`src/rtl/reg_mem_responder.sv`:
```
// Reg-bus register-file target: byte-strobed words, ready Latency cycles after valid (0 = same cycle).
// Requester holds valid until ready; dropping it mid-wait aborts. REG_MEM_RESP_ERR_EN flags bad addresses.
package reg_mem_responder_pkg;

  typedef struct packed {
    logic [31:0] addr;
    logic        write;
    logic [31:0] wdata;
    logic [3:0]  wstrb;
    logic        valid;
  } req_default_t;

  typedef struct packed {
    logic [31:0] rdata;
    logic        error;
    logic        ready;
  } rsp_default_t;

endpackage

module reg_mem_responder #(
  parameter int unsigned AW       = 32,
  parameter int unsigned DW       = 32,
  parameter int unsigned NumWords = 16,
  parameter int unsigned Latency  = 1,
  parameter logic [AW-1:0] BaseAddr = '0,
  parameter type req_t = reg_mem_responder_pkg::req_default_t,
  parameter type rsp_t = reg_mem_responder_pkg::rsp_default_t
) (
  input  logic clk_i,
  input  logic rst_ni,
  input  req_t reg_req_i,
  output rsp_t reg_rsp_o,
  output logic busy_o
);

  localparam int unsigned SW      = DW / 8;
  localparam int unsigned OffBits = $clog2(SW);
  localparam int unsigned IW      = $clog2(NumWords);
  localparam logic [7:0]  CntLoad = (Latency > 0) ? 8'(Latency - 1) : 8'd0;
  localparam logic        HasWait = (Latency != 0);

  typedef enum logic {
    ST_IDLE,
    ST_WAIT
  } state_e;

  state_e        state_q;
  logic [7:0]    cnt_q;
  logic [DW-1:0] mem_q [NumWords];

  logic [AW-1:0] off;
  logic [IW-1:0] idx;
  logic          hit;
  logic          acc_err;
  logic          complete;
  logic          do_write;

  assign off = reg_req_i.addr - BaseAddr;

`ifdef REG_MEM_RESP_ERR_EN
  logic [AW-1:0] idx_full;

  assign idx_full = off >> OffBits;
  assign hit      = idx_full < AW'(NumWords);
  assign idx      = IW'(idx_full);
  assign acc_err  = !hit || ((off & AW'(SW - 1)) != '0);
`else
  // Wrap on the low index bits; the compare only matters for non-power-of-2 depths.
  assign idx     = IW'(off >> OffBits);
  assign hit     = {1'b0, idx} < (IW + 1)'(NumWords);
  assign acc_err = 1'b0;
`endif

  assign complete = rst_ni && reg_req_i.valid &&
                    (((state_q == ST_IDLE) && !HasWait) ||
                     ((state_q == ST_WAIT) && (cnt_q == 8'd0)));

  assign do_write = complete && reg_req_i.write && hit && !acc_err;

  assign busy_o = rst_ni && ((state_q == ST_WAIT) || (reg_req_i.valid && HasWait));

  always_ff @(posedge clk_i or negedge rst_ni) begin
    if (!rst_ni) begin
      state_q <= ST_IDLE;
      cnt_q   <= 8'd0;
    end else begin
      case (state_q)
        ST_IDLE: begin
          if (reg_req_i.valid && HasWait) begin
            cnt_q   <= CntLoad;
            state_q <= ST_WAIT;
          end
        end
        ST_WAIT: begin
          // A dropped valid abandons the transfer; nothing was committed yet.
          if (!reg_req_i.valid || (cnt_q == 8'd0)) begin
            state_q <= ST_IDLE;
          end else begin
            cnt_q <= cnt_q - 8'd1;
          end
        end
        default: state_q <= ST_IDLE;
      endcase
    end
  end

  always_ff @(posedge clk_i or negedge rst_ni) begin
    if (!rst_ni) begin
      for (int unsigned i = 0; i < NumWords; i++) begin
        mem_q[i] <= '0;
      end
    end else if (do_write) begin
      for (int unsigned b = 0; b < SW; b++) begin
        if (reg_req_i.wstrb[b]) begin
          mem_q[idx][8*b +: 8] <= reg_req_i.wdata[8*b +: 8];
        end
      end
    end
  end

  always_comb begin
    reg_rsp_o       = '0;
    reg_rsp_o.ready = complete;
    reg_rsp_o.error = complete && acc_err;
    if (complete && !reg_req_i.write && hit && !acc_err) begin
      reg_rsp_o.rdata = mem_q[idx];
    end
  end

endmodule

```
`config.mk`:
```
export PLATFORM = sky130hd
export DESIGN_NAME = reg_mem_responder
export DESIGN_NICKNAME = d
export VERILOG_FILES = /design/src/rtl/reg_mem_responder.sv
export SDC_FILE = /design/constraint.sdc
export NUM_CORES = 1
export LEC_CHECK = 0
export CORE_AREA = 3 3 202 204
export CTS_BUF_LIST = sky130_fd_sc_hd__clkbuf_8
export DETAILED_ROUTE_END_ITERATION = 10
export DIE_AREA = 0 0 205 207
export PLACE_DENSITY = 0.81
export SYNTH_ARGS = -nofsm -noshare
export SYNTH_HDL_FRONTEND = slang
export SYNTH_SLANG_ARGS = --single-unit
```
`constraint.sdc`:
```
create_clock -name clk_i -period 3.2 [get_ports clk_i]
set_clock_uncertainty 0.1 [all_clocks]
set_input_delay 0.64 -clock clk_i [delete_from_list [all_inputs] [get_ports clk_i]]
set_output_delay 0.64 -clock clk_i [all_outputs]
set_load 0.01 [all_outputs]
```
Yosys cells after proc, flatten, opt, wreduce, memory -nomap -nowiden

Cells that the tools add are included.

Register bits: 521
Bits of input ports: 72
Output and inout port bits: 35
Word-level logic and storage cells: 67

$add $sub $neg: 1
Magnitude comparators: 2
Equal/unequal tests: 2
Mux-type cells: 29
Bitwise operators: 2
Reductions and logical operators: 13

Operators by type and width:

| operator              | number |
|---|---|
| $mux W512             | 7 |
| $bwmux W512           | 4 |
| $demux W32 S4         | 4 |
| $bmux W32 S4          | 1 |
| $mux W32              | 4 |
| $mux W24              | 1 |
| $mux W8               | 3 |
| $mux W16              | 1 |
| $pmux W8 S2           | 1 |
| $logic_not A8 Y1      | 1 |
| $sub A8 B1 Y8 const B | 1 |
| $logic_and A1 B1 Y1   | 7 |
| $ge A5 B5 Y1 const B  | 1 |
| $lt A5 B1 Y1 const B  | 1 |
| $not A4 Y5            | 1 |
| $ne A2 B2 Y1 const B  | 2 |
| $logic_not A1 Y1      | 2 |
| $logic_or A1 B1 Y1    | 2 |
| $mux W1               | 2 |
| $pmux W1 S2           | 1 |
| $reduce_and A2 Y1     | 1 |
| $not A1 Y1            | 1 |

Depth between registers and ports, before layout

Gate-level depths: netlist of run 1.

Depth in word-level cells: 16
Gate-level depth with buffers: 8
Mapped depth without buffers: 6

Worst setup path after synthesis of run 1

No wires, ideal clock.

Path type: input-to-output
Start: input port reg_req_i[41] (netlist bit)
End: output port reg_rsp_o[17] (netlist bit)
Data arrival time: 2.222 ns
Data required time: 2.460 ns
Slack: 0.238 ns
Cell stages on the path: 5
Path buffers: 2
Cells stage by stage: clkbuf_1 buf_2 mux4_2 mux2_2 a22o_1

RTL lines:

| item        | line | text |
|---|---|---|
| from (decl) | 32   | `input req_t reg_req_i,` |
| to (decl)   | 33   | `output rsp_t reg_rsp_o,` |

==> results of run 1 <==
[cell usage in the layout, fill, tap and decap left out, types with 3 or more instances in the layout]
cell             netlist  layout
nor2_1                12      12
and4_1                 5       5
inv_1                  4      33
dfrtp_1              521     521
clkinv_2               0       7
nand4_1                4       4
clkdlybuf4s50_1        0      40
nand2_4               13      13
a22o_1                32      32
buf_4                  9      55
nor2_4                 6       6
clkbuf_8               0      97
nor2_2                14      14
nand3_1                3       3
nand2b_1               4       4
or2_2                  5       5
buf_6                  1       5
nor4_4                 3       4
mux4_2               128     128
mux2_1                45      45
nand2_1                5       5
mux2_2               533     533
nor3_2                 6       6
buf_2                 23      31
nand2_2               30      30
nor3b_2                4       4
buf_12                 0      40
clkinvlp_4             0       7
[cell usage after synthesis, types with 5 or more instances]
cell type / instances / area, µm²
clkbuf_1: 58 / 218
nand2_2: 30 / 188
buf_4: 9 / 67.6
mux2_1: 45 / 507
mux2_2: 533 / 6000
or2_2: 5 / 31.3
dfrtp_1: 521 / 13000
and4_1: 5 / 43.8
nand2_4: 13 / 146
a22o_1: 32 / 280
nor2_1: 12 / 45.0
nand2_1: 5 / 18.8
mux4_2: 128 / 2880
nor2_4: 6 / 67.6
buf_2: 23 / 115
nor3_2: 6 / 60.1
nor2_2: 14 / 87.6
[worst max-delay path, cell delays in order (launching register included)]
cell     delay, ns
dfrtp_1       0.40
inv_2         0.09
ha_4          0.14
nor3b_4       0.24
nand3_4       0.14
nor4_4        0.28
buf_4         0.17
buf_12        0.12
buf_12        0.10
a22o_1        0.15
buf_2         0.14
[timing repair]
action / CTS / global route
cloned: 2 / 0
endpoints found under the setup margin: 33 / 34
pin swaps: 25 / 24
resized for setup: 149 / 11
buffers inserted: 12 / 7
hold buffers: 1 / 2
hold endpoints to repair: 81 / 30
[power by group through the flow]
stage	sequential, mW	clock, mW	combinational (mW)
global placement	7.07	0	1.32
floorplan	7.06	0	0.853
detailed placement	7.09	0	1.37
global route	7.01	5.72	1.63
finish	6.99	5.29	1.51
CTS	6.98	5.43	1.45
[registers in the layout, summed over array words and instances (netlist names)]
name and cells:
cnt_q 8, mem_q 512, state_q 1
[stage by stage]
stage	setup WS (ns)	instance area, µm²	power [mW]
4_1_cts	-0.225	27900	13.9
6_report	-0.160	28000	13.8
3_3_place_gp	-0.400	26300	8.39
3_5_place_dp	-0.386	26300	8.46
5_1_grt	-0.278	28000	14.4
2_1_floorplan	0.238	24300	7.91
[kinds of logic (layout without fill, tap and decap cells)]
kind of cell / Yosys count / count (layout) / share of synthesized area, %
muxes: 706 / 706 / 38.6
DFF: 521 / 521 / 53.6
and+or+nand+nor: 131 / 131 / 4.34
buffers and inverters: 98 / 322 / 1.80
AOI/OAI and AO/OA: 40 / 40 / 1.44
xor gates and xnor gates: 2 / 2 / 0.0721
adders and majority gates: 1 / 1 / 0.0515
other: 1 / 1 / 0.0154
[area by class of cell]
| type | count | area (µm²) | share of cell area, % |
|---|---|---|---|
| Tap cell | 525 | 657 | 2.35 |
| Clock buffer | 97 | 1340 | 4.77 |
| Sequential cell | 521 | 13000 | 46.6 |
| Clock inverter | 45 | 204 | 0.728 |
| Inverter | 4 | 15.0 | 0.0536 |
| Timing Repair Buffer | 176 | 1890 | 6.73 |
| Multi-Input combinational cell | 881 | 10900 | 38.8 |
[final timing paths]
| kind | start | to | slack (ns) | depth (start not counted) |
|---|---|---|---|---|
| worst max-delay path | cnt_q[0] | reg_rsp_o[22] | -0.16 | 10 |
| worst min-delay path | mem_q[63] | mem_q[63] | 0.38 | 1 |
| worst max register to register | cnt_q[0] | mem_q[305] | 0.35 | 9 |
| worst min register to register | mem_q[63] | mem_q[63] | 0.38 | 1 |
| max in group asynchronous | rst_ni | mem_q[64] | 0.88 | 4 |
| min in group asynchronous | rst_ni | mem_q[207] | 0.53 | 3 |
[per-layer routing]
metal / vias up / wire (µm) / global-route usage [%]
li1: 6000 / - / -
met1: 7476 / 23600 / 36.7
met2: 303 / 26800 / 42.8
met3: 100 / 2630 / 5.19
met4: 0 / 1560 / 9.38
met5: - / 0 / 0
==> metrics.txt, run 1 <==
P&R area growth vs syn=15.2%; CTS Buf Count=83; RSZ-0062 raised after global routing=yes; fill count=2600; Sequential Power Share=roughly 51%; GRT Total Usage=a little over a quarter; Worst Setup End Kind=primary output; crit path DAT=approximately 2.6 ns; routed via count divided by cell count=slightly above 6; Crit path required time=about 2.5 ns; Worst IR Drop VDD=approximately 0.35 mV; Min-Delay Path Class=flip-flop to flip-flop; Netlist cell types=49; Yosys reg bits=between 500 and 600; PD cells=492 nW/µm²; Port Buf Inserts=77; synthesized area per cell=16.2 µm²; Comb pwr share=between 10% and 20%; Post-Syn Instances=1500; Clock Power Share=between 30% and 40%; Slew Viols, Final=0; Syn. warnings=0; Initial Utilization=around 62%; DR vias=about 14000; number of flops mapped to enable cells by yosys=0; grt total ovfl=0; fin nets=1740; CTS max path bufs=3; H-tree depth=3; Max Fanout on Critical Path=5; Ant. Diodes=0; DR iter-0 viols=837; post-synthesis sequential area ratio=a little over half; switch share=between 20 and 30%; CTS tree=done; number of global-route vias before repair=around 15000; Die Y-Extent=207 µm; Setup crit start kind=flip-flop; DP HPWL=about 34000 µm; placer's final routability congestion estimate=0.849; worst-skew pair later-pin latency=roughly 0.64 ns; total of max-cap violations=0; slew margin rel.=between 30% and 40%; run status=finished, violations left; FP Rows=73; final WL=roughly 55000 µm; Achievable Freq=around 0.30 GHz; Final setup viols=32; Final Hold Fails=0; Die W=205 µm; Internal=10.3 mW; first-pass GRT wire length=approximately 87000 µm; placed insts=around 2100; final period utilization=105%; clock sink count=approximately 520; drt first pass iters=5; Worst Tran Pin Value=between 1 and 1.5 ns; layout cell share with drive strength beyond 1=57.8%; Post-synth ARST share=100%; Leakage=14.0 nW; NetSw=between 3 and 4 mW; wire per inst=roughly 24 µm; setup TNS=-3.40 ns; largest net degree at the start of global routing=between 150 and 200; cell area after synthesis=24300 µm²; # DRC=0; main flop type after synthesis=dfrtp_1; CP Class=flip-flop to primary output; ANT nets after route=0; PnR worst setup slack=-0.160 ns; Die ar.=42400 µm²; initial antenna violation count=0; Mapped Nets=between 1500 and 2000; Min Hold Slack=0.384 ns; I/O Pins=107; violated checks=setup timing; Core Region=between 30000 and 40000 µm²; Finished Core Util=~70%; Final Critical Period=3.36 ns; Reg clk slew, reported paths=0.06 ns; Clock Root Buffer=clkbuf_8; fin cells=2249
No activity file was read; power rests on OpenSTA's default activity.
==> run 2, diff against run 1 <==
--- a/config.mk
+++ b/config.mk
@@ -5,10 +5,10 @@
 export SDC_FILE = /design/constraint.sdc
 export NUM_CORES = 1
 export LEC_CHECK = 0
-export CORE_AREA = 3 3 202 204
+export CORE_AREA = 2 2 201 203
 export CTS_BUF_LIST = sky130_fd_sc_hd__clkbuf_8
 export DETAILED_ROUTE_END_ITERATION = 10
-export DIE_AREA = 0 0 205 207
+export DIE_AREA = 0 0 203 205
 export PLACE_DENSITY = 0.81
 export SYNTH_ARGS = -nofsm -noshare
 export SYNTH_HDL_FRONTEND = slang
==> run 2 against run 1 <==
Compared with the run above:
- the run still ends with setup timing left
- utilization increased by 0.67 points
- critical path depth unchanged
- total power increased by 2.8%
- wire length increased by 1.8%
- die area decreased by 1.9%
- via count increased by 1.2%
==> metrics.txt, run 2 (synthesis gave the netlist of run 1 again) <==
most common cell after layout, fill and taps aside=mux2_2; I/O Pins=107 (unchanged); Port Buf Inserts=77 (unchanged); DR vias=14000 (+1.2%); slew margin rel.=19.2% (-12 points); Die W=203 µm (-0.98%); CP Class=flip-flop to primary output; Clock Root Buffer=clkbuf_8; Worst Setup End Kind=primary output; top flop regs=mem_q (512), cnt_q (8), state_q (1); Worst IR Drop VDD=0.357 mV (+2.4%); CTS max path bufs=3 (unchanged); FP Rows=73 (unchanged); first-pass GRT wire length=87900 µm (+0.93%); # DRC=0 (unchanged); RSZ-0062 raised after global routing=yes; Final Hold Fails=0 (unchanged); largest net degree at the start of global routing=189 (+0.53%); slowest cell on the critical path=dfrtp_1; Ant. Diodes=0 (unchanged); Die Y-Extent=205 µm (-0.97%); Setup crit start kind=flip-flop; GRT Total Usage=28.0% (+1.4 points); crit path DAT=2.68 ns (+0.06 ns); Min Hold Slack=0.388 ns (+0.00428 ns); layout cell share with drive strength beyond 1=58.4% (+0.55 points); grt total ovfl=0 (unchanged); Core Region=39400 µm² (-0.23%); Worst Tran Pin Value=1.21 ns (+0.187 ns); CTS Buf Count=85 (+2.4%); drt first pass iters=5 (unchanged); placer's final routability congestion estimate=0.814 (-4.1%); DP HPWL=34200 µm (+0.28%); CP Cell Sequence=inv_2 -> ha_4 -> nor3b_4 -> nand3_4 -> nor4_4 -> buf_4 -> buf_8 -> buf_12 -> a22o_1 -> buf_2; P&R area growth vs syn=16.0%; ANT nets after route=0 (unchanged); final WL=55600 µm (+1.8%); max reg flops=512 (unchanged); Top reg by flops=mem_q; Crit path required time=2.46 ns (about the same); total of max-cap violations=0 (unchanged); Slew Viols, Final=0 (unchanged); run status=finished, violations left; wire per inst=24.5 µm (+1.0%); Max Fanout on Critical Path=8 (+3); number of global-route vias before repair=15200 (-0.80%); initial antenna violation count=2 (+2); Final setup viols=32 (unchanged); Leakage=14.1 nW (+0.96%); Critical Path Max Stage Delay=0.40 ns (about the same); PnR worst setup slack=-0.222 ns (-0.0621 ns); fin nets=1749 (+0.52%); H-tree depth=3 (unchanged); Area after DPL=26400 µm² (about the same); violated checks=setup timing; worst-skew pair later-pin latency=0.64 ns (about the same); clock sink count=521 (unchanged); Die ar.=41600 µm² (-1.9%); Min-Delay Path Class=flip-flop to flip-flop; routed via count divided by cell count=6.20 (+0.41%); Reg clk slew, reported paths=0.06 ns (about the same); Initial Utilization=61.7% (+0.14 points); CTS tree=done; PD cells=502 nW/µm² (+2.1%); post-route cell area=28200 µm² (+0.71%); Achievable Freq=0.292 GHz (-1.8%); fill count=2524 (-2.9%); DR iter-0 viols=880 (+5.1%); final period utilization=107% (+1.9 points); Final Critical Period=3.42 ns (+0.0621 ns); most frequent cells in the layout=mux2_2 (533), dfrtp_1 (521), mux4_2 (128)
[run 2: cell count changes in the layout (fill, tap and decap cells not counted), moves of 3 or more]
cell        delta
clkbuf_8      +14
buf_4         +10
buf_12         -9
buf_8          +5
clkinvlp_4     -4
buf_16         +3
[run 2: metal layers]
| metal | vias up | global-route usage, % | part of all wire [%] |
|---|---|---|---|
| met5 | - | 0 | 0 |
| met4 | 0 | 10.1 | 2.9 |
| met3 | 78 | 5.09 | 5.0 |
| met2 | 342 | 46.1 | 50 |
| met1 | 7600 | 37.9 | 42 |
| li1 | 6027 | - | - |
[run 2: timing repair]
action                                  in CTS  in global routing
endpoints found under the hold margin       25                  0
cloned                                       3                  0
hold buffers                                 1                  0
setup buffers                               11                  4
pin swaps                                   35                 12
resized for setup                          150                  7
endpoints found under the setup margin      33                151
[run 2: report_power, final]
| group | switching (mW) | internal [mW] |
|---|---|---|
| combinational | 0.774 | 0.710 |
| sequential | 0.143 | 6.84 |
| clock | 2.60 | 3.10 |
[run 2: worst max-delay path, delay by kind of cell (launching register included)]
family                     cells  cell delay, ns
and+or+nand+nor                3            0.61
AOI/OAI and AO/OA              1            0.20
buffers and inverters          5            0.71
DFF                            1            0.40
adders and majority gates      1            0.13
[run 2: path summary, 6_finish.rpt]
| check | startpoint | end | slack, ns | cells past startpoint |
|---|---|---|---|---|
| setup / recovery | cnt_q[0] | reg_rsp_o[32] | -0.22 | 10 |
| hold / removal | mem_q[63] | mem_q[63] | 0.39 | 1 |
| setup reg to reg | cnt_q[0] | mem_q[407] | 0.50 | 7 |
| hold reg to reg | mem_q[63] | mem_q[63] | 0.39 | 1 |
| max in group asynchronous | rst_ni | mem_q[324] | 0.29 | 5 |
| min in group asynchronous | rst_ni | mem_q[504] | 0.53 | 3 |
[run 2: final cells by class]
class                      instances  area [µm²]  share of cell area, %
sequential                       521       13000                   46.2
tap                              525         657                   2.33
inverter                           4        15.0                 0.0533
timing repair buffer             183        1910                   6.78
clock buffer                     111        1530                   5.42
multi-input combinational        881       10900                   38.5
clock inverter                    42         181                  0.643
[run 2: per-stage QoR]
step / util [%] / worst slack, ns / TNS [ns] / std cells / power [mW]
final: 71.6 / -0.222 / -4.16 / 2267 / 14.2
after floorplan: - / 0.238 / 0 / 1500 / 7.91
after detailed placement: 67.0 / -0.410 / -15.05 / 2095 / 8.47
after global placement: 67.0 / -0.396 / -11.60 / 2095 / 8.40
after CTS: 71.5 / -0.265 / -6.48 / 2263 / 14.3
after global routing: 71.6 / -0.328 / -8.38 / 2267 / 14.8
==> run 3, diff against run 2 <==
--- a/config.mk
+++ b/config.mk
@@ -9,6 +9,7 @@
 export CTS_BUF_LIST = sky130_fd_sc_hd__clkbuf_8
 export DETAILED_ROUTE_END_ITERATION = 10
 export DIE_AREA = 0 0 203 205
+export HOLD_SLACK_MARGIN = 0.02
 export PLACE_DENSITY = 0.81
 export SYNTH_ARGS = -nofsm -noshare
 export SYNTH_HDL_FRONTEND = slang
==> results of run 3 <==
Same layout as run 2: the final DEF is identical, and so are final timing and power.
